**config.mk**
```make
export PLATFORM = sky130hd
export DESIGN_NAME = mult_share_arbiter
export DESIGN_NICKNAME = d
export VERILOG_FILES = /design/src/rtl/mult_share_arbiter.sv
export SDC_FILE = /design/constraint.sdc
export NUM_CORES = 1
export LEC_CHECK = 0
export CAP_MARGIN = 40
export CORE_AREA = 3 3 714 716
export DETAILED_ROUTE_END_ITERATION = 12
export DIE_AREA = 0 0 717 719
export PLACE_DENSITY = 0.3
export SKIP_CTS_REPAIR_TIMING = 1
export SLEW_MARGIN = 40
export SYNTH_ARGS = -nofsm -noshare
export SYNTH_HDL_FRONTEND = slang
export SYNTH_SLANG_ARGS = --single-unit
```
**constraint.sdc**
```tcl
create_clock -name clk -period 3.1 [get_ports clk]
set_input_delay 0.465 -clock clk [delete_from_list [all_inputs] [get_ports clk]]
set_output_delay 0.465 -clock clk [all_outputs]
set_load 0.01 [all_outputs]
```
**src/rtl/mult_share_arbiter.sv**
```systemverilog
// rtl/mult_share_arbiter.sv - round-robin arbiter sharing one limb multiplier among requesters
// Grants one job at a time, drives the multiplier, returns the product or a timeout error.
module mult_share_arbiter #(
  parameter int NUM_REQ = 4,
  parameter int A_BITS  = 130,
  parameter int B_BITS  = 128,
  parameter int P_BITS  = 258,
  parameter int TIMEOUT = 255
) (
  input  logic                        clk,
  input  logic                        reset_n,
  input  logic [NUM_REQ-1:0]          req_valid,
  input  logic [NUM_REQ*A_BITS-1:0]   req_a,
  input  logic [NUM_REQ*B_BITS-1:0]   req_b,
  output logic [NUM_REQ-1:0]          req_ready,
  output logic [NUM_REQ-1:0]          rsp_valid,
  output logic [P_BITS-1:0]           rsp_product,
  output logic                        rsp_err,
  output logic                        busy,
  output logic                        mul_start,
  output logic [A_BITS-1:0]           mul_a,
  output logic [B_BITS-1:0]           mul_b,
  input  logic                        mul_busy,
  input  logic                        mul_done,
  input  logic [P_BITS-1:0]           mul_product
);
  localparam int          PTR_W   = $clog2(NUM_REQ);
  localparam logic [15:0] WD_LAST = 16'(TIMEOUT - 1);

  typedef enum logic [1:0] {S_IDLE, S_ISSUE, S_WAIT, S_RESP} state_e;

  state_e              state_q, state_d;
  logic [PTR_W-1:0]    rr_ptr_q, rr_ptr_d;
  logic [PTR_W-1:0]    owner_q, owner_d;
  logic [15:0]         wd_cnt_q, wd_cnt_d;
  logic [A_BITS-1:0]   a_q, a_d;
  logic [B_BITS-1:0]   b_q, b_d;
  logic [P_BITS-1:0]   prod_q, prod_d;
  logic                err_q, err_d;
  logic [NUM_REQ-1:0]  rsp_valid_q, rsp_valid_d;

  logic                win_found;
  logic [PTR_W-1:0]    win_idx, cand, rr_next;
  logic [A_BITS-1:0]   win_a;
  logic [B_BITS-1:0]   win_b;
  logic [NUM_REQ-1:0]  owner_oh;

  // First pending requester at or after rr_ptr, wrapping modulo NUM_REQ.
  always_comb begin
    win_found = 1'b0;
    win_idx   = '0;
    cand      = '0;
    for (int i = 0; i < NUM_REQ; i++) begin
      cand = PTR_W'((int'(rr_ptr_q) + i) % NUM_REQ);
      if (!win_found && req_valid[cand]) begin
        win_found = 1'b1;
        win_idx   = cand;
      end
    end
  end

  always_comb begin
    win_a = '0;
    win_b = '0;
    for (int i = 0; i < NUM_REQ; i++) begin
      if (win_idx == PTR_W'(i)) begin
        win_a = req_a[i*A_BITS +: A_BITS];
        win_b = req_b[i*B_BITS +: B_BITS];
      end
    end
  end

  assign rr_next = (win_idx == PTR_W'(NUM_REQ - 1)) ? '0 : win_idx + 1'b1;

  always_comb begin
    owner_oh           = '0;
    owner_oh[owner_q]  = 1'b1;
  end

  always_comb begin
    state_d     = state_q;
    rr_ptr_d    = rr_ptr_q;
    owner_d     = owner_q;
    wd_cnt_d    = wd_cnt_q;
    a_d         = a_q;
    b_d         = b_q;
    prod_d      = prod_q;
    err_d       = err_q;
    rsp_valid_d = '0;
    req_ready   = '0;
    mul_start   = 1'b0;
    case (state_q)
      S_IDLE: begin
        if (win_found) begin
          req_ready[win_idx] = 1'b1;
          a_d      = win_a;
          b_d      = win_b;
          owner_d  = win_idx;
          rr_ptr_d = rr_next;
          state_d  = S_ISSUE;
        end
      end
      S_ISSUE: begin
        mul_start = 1'b1;
        if (!mul_busy) begin
          wd_cnt_d = '0;
          state_d  = S_WAIT;
        end
      end
      S_WAIT: begin
        // A done arriving on the final watchdog cycle still delivers a real product.
        if (mul_done) begin
          prod_d      = mul_product;
          err_d       = 1'b0;
          rsp_valid_d = owner_oh;
          state_d     = S_RESP;
        end else if (wd_cnt_q == WD_LAST) begin
          prod_d      = '0;
          err_d       = 1'b1;
          rsp_valid_d = owner_oh;
          state_d     = S_RESP;
        end else begin
          wd_cnt_d = wd_cnt_q + 16'd1;
        end
      end
      S_RESP:  state_d = S_IDLE;
      default: state_d = S_IDLE;
    endcase
  end

  always_ff @(posedge clk or negedge reset_n) begin
    if (!reset_n) begin
      state_q     <= S_IDLE;
      rr_ptr_q    <= '0;
      owner_q     <= '0;
      wd_cnt_q    <= '0;
      a_q         <= '0;
      b_q         <= '0;
      prod_q      <= '0;
      err_q       <= 1'b0;
      rsp_valid_q <= '0;
    end else begin
      state_q     <= state_d;
      rr_ptr_q    <= rr_ptr_d;
      owner_q     <= owner_d;
      wd_cnt_q    <= wd_cnt_d;
      a_q         <= a_d;
      b_q         <= b_d;
      prod_q      <= prod_d;
      err_q       <= err_d;
      rsp_valid_q <= rsp_valid_d;
    end
  end

  assign rsp_valid   = rsp_valid_q;
  assign rsp_product = prod_q;
  assign rsp_err     = err_q;
  assign busy        = (state_q != S_IDLE);
  assign mul_a       = a_q;
  assign mul_b       = b_q;

endmodule

```
==> summary.md, run 1 <==
| Metric | Value |
|---|---|
| Status | `finished clean` |
| Root Buffer | `clkbuf_16` |
| EDFF count, synth | `0` |
| DRT Pass-1 Iters | `8` |
| # fillers | `57800` |
| Count leader, synth | `a21oi_1` |
| Netlist cell types | `43` |
| Hpwl dp | `373 mm` |
| Global-route wire length before repair | `between 500 and 600 mm` |
| Worst skew pair latency | `0.84 ns` |
| Port bufs | `~1800` |
| Fmax | `325 MHz` |
| Vias in the first global route | `approximately 36000` |
| Req. time, crit path | `approximately 3.8 ns` |
| Final Max Slew Viols | `0` |
| Final #Nets | `about 6300` |
| GR Overflow Total | `0` |
| Per-cell routed wire length | `between 30 and 40 um` |
| Drt drc | `0` |
| WHS | `between 0.09 and 0.1 ns` |
| Fin crit period | `just over 3 ns` |
| CP Launch Type | `flop` |
| Core area | `~0.50 sq mm` |
| Yosys warning count | `0` |
| Flops & latches, synth | `between 500 and 600` |
| Gr usage total | `approximately 16%` |
| FF-to-FF setup slack | `approximately 0.019 ns` |
| Register area | `~0.014 sq mm` |
| Detailed-route via count | `about 36000` |
| Worst clock skew | `0.0846 ns` |
| Clock Sink Count | `~540` |
| Static Leak | `0.0212 uW` |
| Nature of the critical path endpoint | `flop` |
| Design Power | `59400 uW` |
| Worst VDD drop | `0.442 mV` |
| Routability cong. | `approximately 0.95` |
| Worst Tran Pin Value | `a little over 0.8 ns` |
| Commonest cells in the netlist | `a21oi_1, dfrtp_1, clkbuf_1` |
| Row count | `261` |
| Syn Area/Cell | `around 9.2 sq um` |
| Ports | `approximately 1800` |
| Setup violators final | `0` |
| Die H | `approximately 720 um` |
| Pin count of the biggest net entering global routing | `94` |
| Largest cells by area after synthesis | `dfrtp_1, a21oi_1, a22o_1` |
| Mapped Cells | `a little over 3000` |
| Worst Hold Class | `input pin to asynchronous set/reset pin` |
| Worst-path fanout max | `34` |
| Worst rel slew slack | `45.9%` |
| Setup WS pre-CTS | `-0.998 ns` |
| Multi-input logic area | `0.0133 sq mm` |
| CTS H-tree depth | `3` |
| Top cell type by total area after synthesis | `dfrtp_1` |
| CP arrival | `3.81 ns` |
| Die area | `slightly above 0.5 sq mm` |
| Post-DRT Antenna Nets | `0` |
| Syn_nets | `~4400` |
| Number of buffers created by CTS | `slightly above 90` |
| Setup_tns | `0 ns` |
| Clk buf depth | `4` |
| CTS tree | `done` |
| Maxcap violations | `0` |
| Die X-Extent | `just over 700 um` |
| PD cells | `approximately 990 mW/mm^2` |
| Post-Syn Area | `0.0281 sq mm` |
| PnR worst setup slack | `around 0.019 ns` |
| Hold Fails Final Rpt | `0` |
| Async S/R FF share, synth | `100%` |
| Ratio of cells with drive above 1 in the final layout | `10.8%` |
| Worst setup path class | `flop to flop` |
| P&R area growth vs syn | `115%` |
| Starting density of the core | `approximately 5.6%` |
| Period Utilization, post-route | `between 90 and 100%` |
| Yosys top cell area share | `48.4%` |
| Register area share after synthesis | `around 48%` |
| Clock transition at path regs | `about 0.060 ns` |
| Unrepaired setup endpoints after global routing | `yes` |
| Initial drt markers | `2346` |
| Initial antenna violation count | `431` |
| Final WL | `roughly 420 mm` |
| Vias per inst | `approximately 3` |
| Main flop type after synthesis | `dfrtp_1` |
-- per-layer routing --
metal | global-route usage, % | vias to the layer above | wire length [um]
met1 | 16.8 | 17500 | 157000
met5 | 0 | - | 1140
li1 | - | 15200 | -
met4 | 3.27 | 186 | 12000
met3 | 9.09 | 792 | 53100
met2 | 26.2 | 2015 | 197000
-- path summary, 6_finish.rpt --
kind	end	startpoint	depth (start not counted)
setup / recovery	mul_b[79]	rr_ptr_q[1]	16
max in group asynchronous	mul_b[40]	reset_n	3
min in group clk	rsp_product[219]	mul_product[219]	2
setup reg to reg	mul_b[79]	rr_ptr_q[1]	16
hold reg to reg	mul_a[2]	mul_a[2]	1
hold / removal	rsp_product[71]	reset_n	2
-- worst max-delay path, cell delays in order, from the launching register on --
cell	delay [ns]
dfrtp_2	0.43
a21oi_1	0.15
o21a_1	0.13
o22ai_2	0.08
buf_4	0.15
buf_4	0.14
ha_4	0.17
buf_12	0.15
buf_12	0.17
buf_6	0.22
nand3b_1	0.26
a21oi_2	0.18
buf_4	0.12
a21oi_1	0.04
o21ai_2	0.25
buf_4	0.15
o21a_1	0.10
-- logic make-up (layout without fill, tap and decap cells) --
kind of cell,Yosys count,after routing,synth area share [%]
AO/OA/AOI/OAI,1576,1576,34.0
AND/OR/NAND/NOR,586,586,11.8
multiplexers,2,2,0.0714
adder cells (fa/ha/maj),9,9,0.401
XOR/XNOR,10,10,0.312
flip-flops,543,543,48.4
buffers and inverters,329,2352,4.96
other,0,89,0
-- placed cells by master (no fill, tap or decap), types with 10 or more instances in the layout --
cell type,Yosys,routed
clkdlybuf4s50_1,0,1810
a21oi_1,782,768
dfrtp_1,543,542
buf_4,0,288
nand2_1,268,268
a22o_1,259,259
o21a_1,258,258
nand3b_1,257,257
o21ai_0,263,246
clkbuf_16,0,96
diode_2,0,89
buf_12,0,58
clkbuf_8,0,19
clkbuf_1,287,19
nor2_1,16,15
o21ai_1,0,12
a21oi_2,0,11
clkinv_2,0,10
-- registers in the layout, indices dropped and copies added (netlist names), 2 cells and up --
register,flops
rsp_product,258
mul_a,130
mul_b,128
wd_cnt_q,16
rsp_valid,4
owner_q,2
rr_ptr_q,2
state_q,2
-- area by class of cell --
type	count	area share [%]
diodes	89	0.369
clock buffers	132	4.45
clock inverters	33	0.684
inverters	10	0.0664
multi-input cells	2183	22.0
flip-flops and latches	543	22.5
well taps	6706	13.9
repair buffers	2177	36.0
-- power breakdown --
part / leakage [uW] / switching [uW] / internal [uW]
combinational: 0.0131 / 19600 / 15300
sequential: 0.00654 / 2840 / 10600
clock: 0.00150 / 4560 / 6590
-- through the flow --
step	instances	area, sq um	utilization, %
2_1_floorplan	3055	28100	-
3_3_place_gp	11600	56700	11.2
3_5_place_dp	11600	56700	11.2
4_1_cts	11800	59800	11.8
5_1_grt	11800	60200	11.9
6_report	11900	60300	12.0
(Power assumes the default switching activity.)
==> run 2: changes to the inputs <==
- RECOVER_POWER: not set -> 50
==> summary.md, run 2 (synthesis gave the netlist of run 1 again) <==
| Metric | Value |
|---|---|
| Req. time, crit path | `about 3.8 ns` |
| Core area | `a little over 0.5 sq mm` |
| Setup violators final | `0` |
| Non-Filler Instances | `roughly 12000` |
| Max reg flops | `roughly 260` |
| Status | `finished with violations` |
| Placed Cells | `between 10000 and 15000` |
| Clk buf depth | `4` |
| Worst rel slew slack | `-56.7%` |
| Row count | `about 260` |
| Nature of the critical path endpoint | `flop` |
| Final #Nets | `about 6300` |
| Crit. Startpoint | `rr_ptr_q[1]` |
| Final WL | `~420 mm` |
| Post-DP Area | `0.0567 sq mm` |
| Root Buffer | `clkbuf_16` |
| Most common cell after layout, fill and taps aside | `clkdlybuf4s50_1` |
| Clock Sink Count | `~540` |
| Clock transition at path regs | `about 0.06 ns` |
| Final Max Slew Viols | `~250` |
| Post-DRT Antenna Nets | `0` |
| Hpwl dp | `between 300 and 400 mm` |
| Ratio of cells with drive above 1 in the final layout | `between 10% and 20%` |
| Ports | `approximately 1800` |
| Per-cell routed wire length | `35.4 um` |
| Die X-Extent | `717 um` |
| Worst Hold Class | `input pin to asynchronous set/reset pin` |
| Initial antenna violation count | `approximately 430` |
| Initial drt markers | `~2300` |
| Number of buffers created by CTS | `93` |
| Drt drc | `0` |
| Vias per inst | `roughly 3` |
| Worst skew pair latency | `between 0.8 and 0.9 ns` |
| Wl on met1 | `about 160 mm` |
| Global-route wire length before repair | `about 500 mm` |
| Unrepaired setup endpoints after global routing | `yes` |
| Worst VDD drop | `~0.44 mV` |
| CTS tree | `done` |
| P&R area growth vs syn | `115%` |
| Met2 wire len | `between 150 and 200 mm` |
| Vias in the first global route | `~36000` |
| Worst R2R Path Depth | `16` |
| CTS H-tree depth | `3` |
| Period Utilization, post-route | `around 100%` |
| Worst reg2reg path startpoint | `rr_ptr_q[1]` |
| Most frequent cells in the layout | `clkdlybuf4s50_1, a21oi_1, dfrtp_1` |
| Die area | `between 0.5 and 0.6 sq mm` |
| Worst setup path class | `flop to flop` |
| CP endpoint | `mul_b[79]` |
| Worst-path fanout max | `34` |
| Fmax | `325 MHz` |
| Port bufs | `between 1500 and 2000` |
| Failing checks | `max-capacitance violations, max-slew violations` |
| Maxcap violations | `4` |
| Fin crit period | `a little over 3 ns` |
| Hold Fails Final Rpt | `0` |
| GR Overflow Total | `0` |
| Detailed-route via count | `~36000` |
| CP Launch Type | `flop` |
| PD cells | `about 990 mW/mm^2` |
| Crit Reg-Reg Endpoint | `mul_b[79]` |
| Met3 Wirelength | `~53 mm` |
| Finished Cell Area | `roughly 0.06 sq mm` |
| Worst Tran Pin Value | `about 2.4 ns` |
| Starting density of the core | `between 5 and 6%` |
| DRT Pass-1 Iters | `7` |
| Top routing layer used | `met5` |
| Worst clock skew | `between 0.08 and 0.09 ns` |
| Pin count of the biggest net entering global routing | `94` |
| Static Leak | `0.0211 uW` |
| Routability cong. | `0.952` |
| Gr usage total | `roughly 16%` |
| Die H | `between 700 and 800 um` |
| FF-to-FF setup slack | `approximately 0.019 ns` |
| CP arrival | `between 3 and 4 ns` |
[run 2: changes by cell type in the layout (fill, tap and decap cells not counted), sizes merged]
cell / before / now
clkbuf: 136 / 157
diode: 89 / 91
clkdlybuf4s25: 0 / 1
buf: 361 / 339
[run 2: layout make-up]
cell class                      instances  area, sq um
Timing Repair Buffer                 2177        21600
Tap cell                             6706         8390
Sequential cell                       543        13600
Multi-Input combinational cell       2183        13300
Clock inverter                         33          413
Antenna cell                           91          228
Clock buffer                          132         2690
Fill cell                           57800       444000
Inverter                               10         40.0
[run 2: stage by stage]
step / setup slack (ns) / util [%] / power (uW) / hold WS [ns] / setup TNS (ns)
6_report: 0.0189 / 11.9 / 59400 / 0.0879 / 0
5_1_grt: -0.117 / 11.9 / 63200 / 0.0598 / -0.608
4_1_cts: -0.837 / 11.8 / 60700 / -0.575 / -6.36
3_5_place_dp: -0.998 / 11.2 / 48700 / 0.372 / -110.74
3_3_place_gp: -1.03 / 11.2 / 48900 / 0.369 / -151.80
2_1_floorplan: 0.445 / - / 25100 / 0.169 / 0
[run 2: where the power goes]
group	internal [uW]	total, uW	switching, uW
clock	6590	11100	4550
sequential	10600	13400	2840
combinational	15200	34900	19600
[run 2: layer usage]
| metal | track usage [%] | up-vias |
|---|---|---|
| met5 | 0 | - |
| met3 | 9.09 | 809 |
| li1 | - | 15200 |
| met2 | 26.2 | 2059 |
| met4 | 3.27 | 188 |
| met1 | 16.8 | 17600 |
[run 2: how the worst min path moves through the flow]
| stage | slack [ns] | to | start | cells past startpoint |
|---|---|---|---|---|
| finish | 0.09 | rsp_product[71] | reset_n | 2 |
| global route | 0.06 | rsp_product[71] | reset_n | 2 |
| CTS | -0.58 | rsp_product[71] | reset_n | 1 |
| detailed placement | 0.37 | rsp_product[71] | reset_n | 1 |
| global placement | 0.37 | rsp_product[71] | reset_n | 1 |
| floorplan | 0.17 | mul_a[0] | reset_n | 0 |
[run 2: worst max-delay path, stage by stage, from the launching register on]
cell      delay [ns]
dfrtp_2         0.44
a21oi_1         0.15
o21a_1          0.13
o22ai_2         0.08
buf_4           0.15
buf_4           0.14
ha_4            0.17
buf_12          0.15
buf_12          0.17
buf_6           0.22
nand3b_1        0.25
a21oi_2         0.17
buf_4           0.12
a21oi_1         0.04
o21ai_2         0.25
buf_4           0.15
o21a_1          0.10
==> run 3: changes to the inputs <==
- CAP_MARGIN: 40 -> not set
==> results of run 3 <==
Same layout as run 2: the final DEF is identical, and so are final timing and power.
